**config.mk**
```make
export PLATFORM = sky130hd
export DESIGN_NAME = tmds_channel_encoder
export DESIGN_NICKNAME = d
export VERILOG_FILES = /design/src/rtl/hdmi_tmds_pkg.sv /design/src/rtl/tmds_qm_stage.sv /design/src/rtl/tmds_channel_encoder.sv
export SDC_FILE = /design/constraint.sdc
export NUM_CORES = 1
export LEC_CHECK = 0
export ABC_AREA = 0
export BUFFER_PORTS_ARGS = -buffer_cell sky130_fd_sc_hd__buf_2
export CORE_ASPECT_RATIO = 0.8
export CORE_MARGIN = 1.5
export CORE_UTILIZATION = 25
export DETAILED_ROUTE_END_ITERATION = 6
export PLACE_DENSITY = 0.52
export SYNTH_ARGS = -nofsm -noshare
export SYNTH_HDL_FRONTEND = slang
export SYNTH_SLANG_ARGS = --single-unit
```
**constraint.sdc**
```tcl
create_clock -name i_pixclk -period 7.49 [get_ports i_pixclk]
set_input_delay 1.498 -clock i_pixclk [delete_from_list [all_inputs] [get_ports i_pixclk]]
set_output_delay 1.498 -clock i_pixclk [all_outputs]
set_load 0.01 [all_outputs]
```
**src/rtl/hdmi_tmds_pkg.sv**
```systemverilog
// ---------------------------------------------------------------------------
// hdmi_tmds_pkg
// Shared definitions for the HDMI TMDS lane encoder:
//   - MODE_* : period-mode encodings presented on i_mode
//   - CTRL_CODE[0:3] : control-period codewords indexed by {c1,c0}
//   - VGB_CODE_EVEN / VGB_CODE_ODD / DGB_CODE : guard-band codewords
//   - terc4_code() : TERC4 nibble-to-symbol lookup (data islands)
//   - popcount8()  : number of ones in a byte
// All codewords are written as o_tmds[9:0]; bit 0 is serialised first.
// ---------------------------------------------------------------------------
package hdmi_tmds_pkg;

    localparam logic [2:0] MODE_CTRL  = 3'd0;
    localparam logic [2:0] MODE_VIDEO = 3'd1;
    localparam logic [2:0] MODE_TERC4 = 3'd2;
    localparam logic [2:0] MODE_VGB   = 3'd3;
    localparam logic [2:0] MODE_DGB   = 3'd4;

    localparam logic [9:0] CTRL_CODE [0:3] = '{
        10'b1101010100,
        10'b0010101011,
        10'b0101010100,
        10'b1010101011
    };

    // Video guard band: lanes 0 and 2 share one word, lane 1 uses its complement.
    localparam logic [9:0] VGB_CODE_EVEN = 10'b1011001100;
    localparam logic [9:0] VGB_CODE_ODD  = 10'b0100110011;
    // Data-island guard band on lanes 1 and 2; lane 0 carries TERC4 instead.
    localparam logic [9:0] DGB_CODE      = 10'b0100110011;

    function automatic logic [9:0] terc4_code(input logic [3:0] nibble);
        logic [9:0] code;
        case (nibble)
            4'h0:    code = 10'b1010011100;
            4'h1:    code = 10'b1001100011;
            4'h2:    code = 10'b1011100100;
            4'h3:    code = 10'b1011100010;
            4'h4:    code = 10'b0101110001;
            4'h5:    code = 10'b0100011110;
            4'h6:    code = 10'b0110001110;
            4'h7:    code = 10'b0100111100;
            4'h8:    code = 10'b1011001100;
            4'h9:    code = 10'b0100111001;
            4'hA:    code = 10'b0110011100;
            4'hB:    code = 10'b1011000110;
            4'hC:    code = 10'b1010001110;
            4'hD:    code = 10'b1001110001;
            4'hE:    code = 10'b0101100011;
            default: code = 10'b1011000011;
        endcase
        return code;
    endfunction

    function automatic logic [3:0] popcount8(input logic [7:0] v);
        logic [3:0] n;
        n = '0;
        for (int i = 0; i < 8; i++) begin
            n = n + 4'(v[i]);
        end
        return n;
    endfunction

endpackage

```
**src/rtl/tmds_qm_stage.sv**
```systemverilog
// ---------------------------------------------------------------------------
// tmds_qm_stage
// Stage 1 of the TMDS lane encoder: transition-minimised word q_m[8:0]
// computed from the video byte, registered together with the (normalised)
// mode, control bits and TERC4 nibble so stage 2 sees one aligned symbol.
// Ports:
//   i_pixclk, i_reset_n, i_ce     clock, async active-low reset, clock enable
//   i_mode[2:0]                   period mode; 5..7 are stored as CTRL
//   i_data[7:0], i_ctrl[1:0], i_terc4[3:0]   per-mode payloads
//   o_qm[8:0]                     registered q_m (bit 8 = 1 for XOR chain)
//   o_mode, o_ctrl, o_terc4       registered side-band for stage 2
// ---------------------------------------------------------------------------
module tmds_qm_stage
    import hdmi_tmds_pkg::*;
(
    input  logic       i_pixclk,
    input  logic       i_reset_n,
    input  logic       i_ce,
    input  logic [2:0] i_mode,
    input  logic [7:0] i_data,
    input  logic [1:0] i_ctrl,
    input  logic [3:0] i_terc4,
    output logic [8:0] o_qm,
    output logic [2:0] o_mode,
    output logic [1:0] o_ctrl,
    output logic [3:0] o_terc4
);

    logic [3:0] n1;
    logic       use_xnor;
    logic [8:0] qm_d;
    logic [2:0] mode_d;

    // NOTE: every signal written here gets a value before any condition,
    // so no path through the block leaves it unassigned (no latch).
    always_comb begin
        qm_d     = '0;
        n1       = popcount8(i_data);
        // XNOR chain when the byte is ones-heavy; ties broken on D[0].
        use_xnor = (n1 > 4'd4) || ((n1 == 4'd4) && !i_data[0]);
        qm_d[0]  = i_data[0];
        for (int i = 1; i < 8; i++) begin
            qm_d[i] = use_xnor ? ~(qm_d[i-1] ^ i_data[i]) : (qm_d[i-1] ^ i_data[i]);
        end
        qm_d[8]  = ~use_xnor;
    end

    // Unused mode values collapse to CTRL here so stage 2 decodes five cases.
    assign mode_d = (i_mode > MODE_DGB) ? MODE_CTRL : i_mode;

    // NOTE: registers are written with non-blocking assignments so every
    // flop samples pre-edge values regardless of statement order.
    always_ff @(posedge i_pixclk or negedge i_reset_n) begin
        if (!i_reset_n) begin
            o_qm    <= '0;
            o_mode  <= MODE_CTRL;
            o_ctrl  <= 2'b00;
            o_terc4 <= '0;
        end else if (i_ce) begin
            o_qm    <= qm_d;
            o_mode  <= mode_d;
            o_ctrl  <= i_ctrl;
            o_terc4 <= i_terc4;
        end
    end

endmodule

```
**src/rtl/tmds_channel_encoder.sv**
```systemverilog
// ---------------------------------------------------------------------------
// tmds_channel_encoder
// Single-lane HDMI TMDS encoder: video 8b/10b with DC balance, control,
// TERC4 data island and video/data-island guard bands. Two enabled cycles
// from inputs to o_tmds. One instance per lane (CHANNEL 0..2).
// Parameters:
//   CHANNEL  lane index 0..2, selects guard-band codewords
//   CNT_W    signed running-disparity width (>= 5)
// Ports:
//   i_pixclk, i_reset_n, i_ce     clock, async active-low reset, clock enable
//   i_mode[2:0]                   0 CTRL, 1 VIDEO, 2 TERC4, 3 VGB, 4 DGB
//   i_data[7:0]                   video byte
//   i_ctrl[1:0]                   control bits {c1,c0}
//   i_terc4[3:0]                  TERC4 nibble (also DGB payload on lane 0)
//   o_tmds[9:0]                   registered symbol, bit 0 sent first
//   o_disp[CNT_W-1:0]             running disparity (debug)
// ---------------------------------------------------------------------------
module tmds_channel_encoder
    import hdmi_tmds_pkg::*;
#(
    parameter int CHANNEL = 0,
    parameter int CNT_W   = 5
) (
    input  logic             i_pixclk,
    input  logic             i_reset_n,
    input  logic             i_ce,
    input  logic [2:0]       i_mode,
    input  logic [7:0]       i_data,
    input  logic [1:0]       i_ctrl,
    input  logic [3:0]       i_terc4,
    output logic [9:0]       o_tmds,
    output logic [CNT_W-1:0] o_disp
);

    localparam logic signed [CNT_W-1:0] DISP_LIMIT = CNT_W'(10);

    logic [8:0] qm_s1;
    logic [2:0] mode_s1;
    logic [1:0] ctrl_s1;
    logic [3:0] terc4_s1;

    tmds_qm_stage u_qm_stage (
        .i_pixclk  (i_pixclk),
        .i_reset_n (i_reset_n),
        .i_ce      (i_ce),
        .i_mode    (i_mode),
        .i_data    (i_data),
        .i_ctrl    (i_ctrl),
        .i_terc4   (i_terc4),
        .o_qm      (qm_s1),
        .o_mode    (mode_s1),
        .o_ctrl    (ctrl_s1),
        .o_terc4   (terc4_s1)
    );

    logic [9:0]              tmds_q, tmds_d;
    logic signed [CNT_W-1:0] cnt_q, cnt_d;
    logic [3:0]              n1, n0;
    logic signed [CNT_W-1:0] n1_s, n0_s, q8_x2, nq8_x2;
    logic                    q8;
    logic                    cnt_pos, cnt_neg;

    always_comb begin
        tmds_d  = CTRL_CODE[ctrl_s1];
        cnt_d   = '0;
        q8      = qm_s1[8];
        n1      = popcount8(qm_s1[7:0]);
        n0      = 4'd8 - n1;
        n1_s    = CNT_W'(n1);
        n0_s    = CNT_W'(n0);
        q8_x2   = q8 ? CNT_W'(2) : '0;
        nq8_x2  = q8 ? '0 : CNT_W'(2);
        // Sign bit tests keep the comparisons signed at any CNT_W.
        cnt_neg = cnt_q[CNT_W-1];
        cnt_pos = !cnt_q[CNT_W-1] && (cnt_q != '0);

        case (mode_s1)
            MODE_VIDEO: begin
                if ((cnt_q == '0) || (n1 == n0)) begin
                    tmds_d = {~q8, q8, q8 ? qm_s1[7:0] : ~qm_s1[7:0]};
                    cnt_d  = q8 ? (cnt_q + (n1_s - n0_s)) : (cnt_q + (n0_s - n1_s));
                end else if ((cnt_pos && (n1 > n0)) || (cnt_neg && (n0 > n1))) begin
                    // Invert to pull the running disparity back toward zero.
                    tmds_d = {1'b1, q8, ~qm_s1[7:0]};
                    cnt_d  = cnt_q + q8_x2 + (n0_s - n1_s);
                end else begin
                    tmds_d = {1'b0, q8, qm_s1[7:0]};
                    cnt_d  = cnt_q - nq8_x2 + (n1_s - n0_s);
                end
            end
            MODE_TERC4: tmds_d = terc4_code(terc4_s1);
            MODE_VGB:   tmds_d = (CHANNEL == 1) ? VGB_CODE_ODD : VGB_CODE_EVEN;
            // Lane 0 keeps carrying {1,1,vsync,hsync} as TERC4 in the guard band.
            MODE_DGB:   tmds_d = (CHANNEL == 0) ? terc4_code(terc4_s1) : DGB_CODE;
            default:    tmds_d = CTRL_CODE[ctrl_s1];
        endcase
    end

    always_ff @(posedge i_pixclk or negedge i_reset_n) begin
        if (!i_reset_n) begin
            tmds_q <= CTRL_CODE[0];
            cnt_q  <= '0;
        end else if (i_ce) begin
            tmds_q <= tmds_d;
            cnt_q  <= cnt_d;
        end
    end

    assign o_tmds = tmds_q;
    assign o_disp = cnt_q;

    // The 8b/10b algorithm keeps disparity within +/-10; anything outside
    // means the counter has wrapped.
    a_disp_bounded: assert property (@(posedge i_pixclk) disable iff (!i_reset_n)
        (cnt_q <= DISP_LIMIT) && (cnt_q >= -DISP_LIMIT));

endmodule

```
==> flow_summary.toml <==
[status]
outcome = "completed"

[finish]
drive_gt1_share_pct = 14.5
stdcell_count = 582
final_common_cell = "inv_1"
fillCellCount = 1426
n_antenna_cell = 0
area_delta_synth_final_pct = 14.5
final_nets = 466
final_cell_mix = "51 x inv_1, 34 x buf_2, 28 x ha_1, 28 x dfrtp_1, 27 x a21oi_1"
design_area_sq_mm = 0.00378

[global_routing]
grt_max_degree = 51
overflow = 0
grt_pass1_vias = 2719
grt_pass1_wl_microns = 13700
antenna_found_initial = 0
grt_use_total_pct = 12.4

[clocking]
clock_sinks = 33
ctsHtreeMaxLevel = 2
cts_buffers = 5
post-cts-setup-buffers = 0
cts_repair_resize_count = 0
postCtsHoldBufs = 0
cts_root_buf = "clkbuf_16"
insertion_delay_ns = 0.28
cts_tree = "built"
clk_pin_slew_ns = 0.05
cts_buffer_depth = 2

[logic_synthesis]
synth_xor_area_share_pct = 8.79
synth_edf_count = 0
yosys_warnings = 0
synthAdderAreaFrac_pct = 17.9
ys_types = 60
ys_seq_elements = 33
async_flop_share_pct = 100
postSynthNetCount = 443
synthCells = 383
synth_seq_area_share_pct = 25.2
synth-simple-area-share_pct = 13.4
synthFlopType = "dfrtp_1"
synth_compound_area_share_pct = 22.8
avgSynthCellArea_sq_um = 8.62
synthMuxAreaShare_pct = 3.34
syn_area_sq_mm = 0.00330
synth_top_family_by_area = "compound AO/OA/AOI/OAI gates"

[floorplanning]
start_util_pct = 25.6
coreArea_sq_mm = 0.0129
die_area_sq_mm = 0.0139
io_pins = 35
die_y_microns = 106
rows = 37
die_w_microns = 131

[placed_design]
post-place-ws_ns = 1.93
place_inst = 574
dp_hpwl_microns = 6660
placed_area_sq_mm = 0.00360
port_buffers = 34
routabilityCongestion = 0.844

[critical_path]
worstPathRequired_ns = 7.64
cp.arrival_ns = 5.76
cp-start-kind = "register"
path_max_fanout = 8
crit_type = "reg2reg"
endpoint_kind = "register"

[drt]
drt_wl_total_microns = 8330
via_count = 2823
drt_iter0_markers = 178
vias_per_cell = 4.85
first_pass_iters = 4
ant_nets = 0
drc = 0
wl_per_cell_microns = 14.3

[timing]
setup_viol = 0
slew-limit-headroom_pct = 28.7
slew_violations = 0
hold_viol_final = 0
rsz0062_at_grt = "false"
fin_skew_ns = 0.00497
worstMarginPinSlew_ns = 1.06
fin_crit_sh_pct = 75.0
fin_crit_ns = 5.62
fin_tns_setup_ns = 0
setup_slack_ns = 1.87
fmax_mhz = 178

[run]
maxCapViolCount = 0

[worst_hold_path]
hold_class = "reg2reg"
critical path, stage by stage, from the launching register on:
cell	delay (ns)
dfrtp_1	0.32
inv_1	0.08
fa_1	0.56
fa_1	0.43
fa_1	0.49
inv_1	0.04
ha_1	0.21
fa_1	0.55
nor2_4	0.20
inv_1	0.16
ha_1	0.42
inv_1	0.14
xnor2_1	0.26
nor2_1	0.06
a21oi_1	0.19
ha_1	0.26
a21o_1	0.16
a21oi_1	0.19
xnor2_1	0.09
or3_1	0.37
a32oi_1	0.19
o31ai_1	0.10
kinds of logic (layout without fill, tap and decap cells):
kind of cell,after synthesis,in the layout
compound gates,112,112
flops,33,33
mux,10,10
simple gates,87,87
buf+inv,70,94
fa+ha+maj,40,40
xor+xnor,31,31
area by class of cell:
type	count	area, sq um	area share (%)
Multi-Input combinational cell	280	2190	57.8
Tap cell	175	219	5.79
Sequential cell	33	832	22.0
Inverter	52	195	5.17
Clock buffer	6	139	3.68
Clock inverter	2	37.5	0.993
Timing Repair Buffer	34	170	4.50
worst paths after layout:
path / from / end / slack [ns] / cells after the start
worst max-delay path: u_qm_stage.o_qm[0] / o_disp[4] / 1.87 / 21
worst min-delay path: o_tmds[8] / o_tmds[8] / 0.53 / 1
worst max register to register: u_qm_stage.o_qm[0] / o_disp[4] / 1.87 / 21
worst min register to register: o_tmds[8] / o_tmds[8] / 0.53 / 1
max in group asynchronous: i_reset_n / o_disp[0] / 5.71 / 1
min in group asynchronous: i_reset_n / u_qm_stage.o_ctrl[1] / 1.30 / 1
synthesized netlist by cell type (2+ instances only):
library cell / instances / area share, %
o211a_1: 2 / 0.61
ha_1: 28 / 11
dfstp_2: 5 / 4.0
xnor2_1: 24 / 6.4
xor2_1: 6 / 1.6
o31ai_1: 2 / 0.45
mux2i_1: 5 / 1.5
o41ai_1: 2 / 0.53
o221ai_1: 2 / 0.53
dfrtp_1: 28 / 21
nor2b_1: 2 / 0.38
o21a_1: 4 / 0.91
nand2b_1: 6 / 1.1
and2_1: 3 / 0.57
o22a_1: 2 / 0.53
buf_1: 3 / 0.34
nor3_1: 8 / 1.2
o31a_1: 2 / 0.53
a21o_1: 5 / 1.1
fa_1: 12 / 7.3
a211oi_1: 5 / 1.1
or3_1: 2 / 0.38
clkbuf_1: 11 / 1.3
buf_6: 2 / 0.68
inv_1: 51 / 5.8
a22oi_1: 2 / 0.45
o22ai_1: 5 / 0.95
nand2_1: 22 / 2.5
nor3b_1: 5 / 1.1
mux2_2: 4 / 1.4
nor4_1: 3 / 0.57
or4_1: 3 / 0.68
a31oi_1: 6 / 1.1
o2bb2ai_1: 2 / 0.53
nand3_1: 8 / 1.2
nor2_1: 19 / 2.2
o21ai_0: 19 / 2.9
nand3b_1: 2 / 0.45
a21oi_1: 27 / 4.1
o32ai_1: 6 / 1.6
o211ai_1: 9 / 2.0
layer usage:
layer	routed length (microns)	global-route usage [%]
met1	4340	18.2
met2	3510	18.7
met3	408	2.02
met4	78	3.10
met5	0	0
state kept, by name (all words and copies together), names as in the netlist:
name and count:
u_qm_stage.o_mode 3, o_disp 5, o_tmds 10, u_qm_stage.o_terc4 4
u_qm_stage.o_ctrl 2, u_qm_stage.o_qm 9
stage by stage:
| step | util [%] | hold WS, ns |
|---|---|---|
| after floorplan | - | 0.495 |
| after global placement | 28.0 | 0.524 |
| after detailed placement | 28.0 | 0.525 |
| after CTS | 29.4 | 0.533 |
| after global routing | 29.4 | 0.551 |
| final | 29.4 | 0.530 |
Power is not shown: default switching activity piles up to over one toggle a cycle in this logic, so the estimate is an artifact.
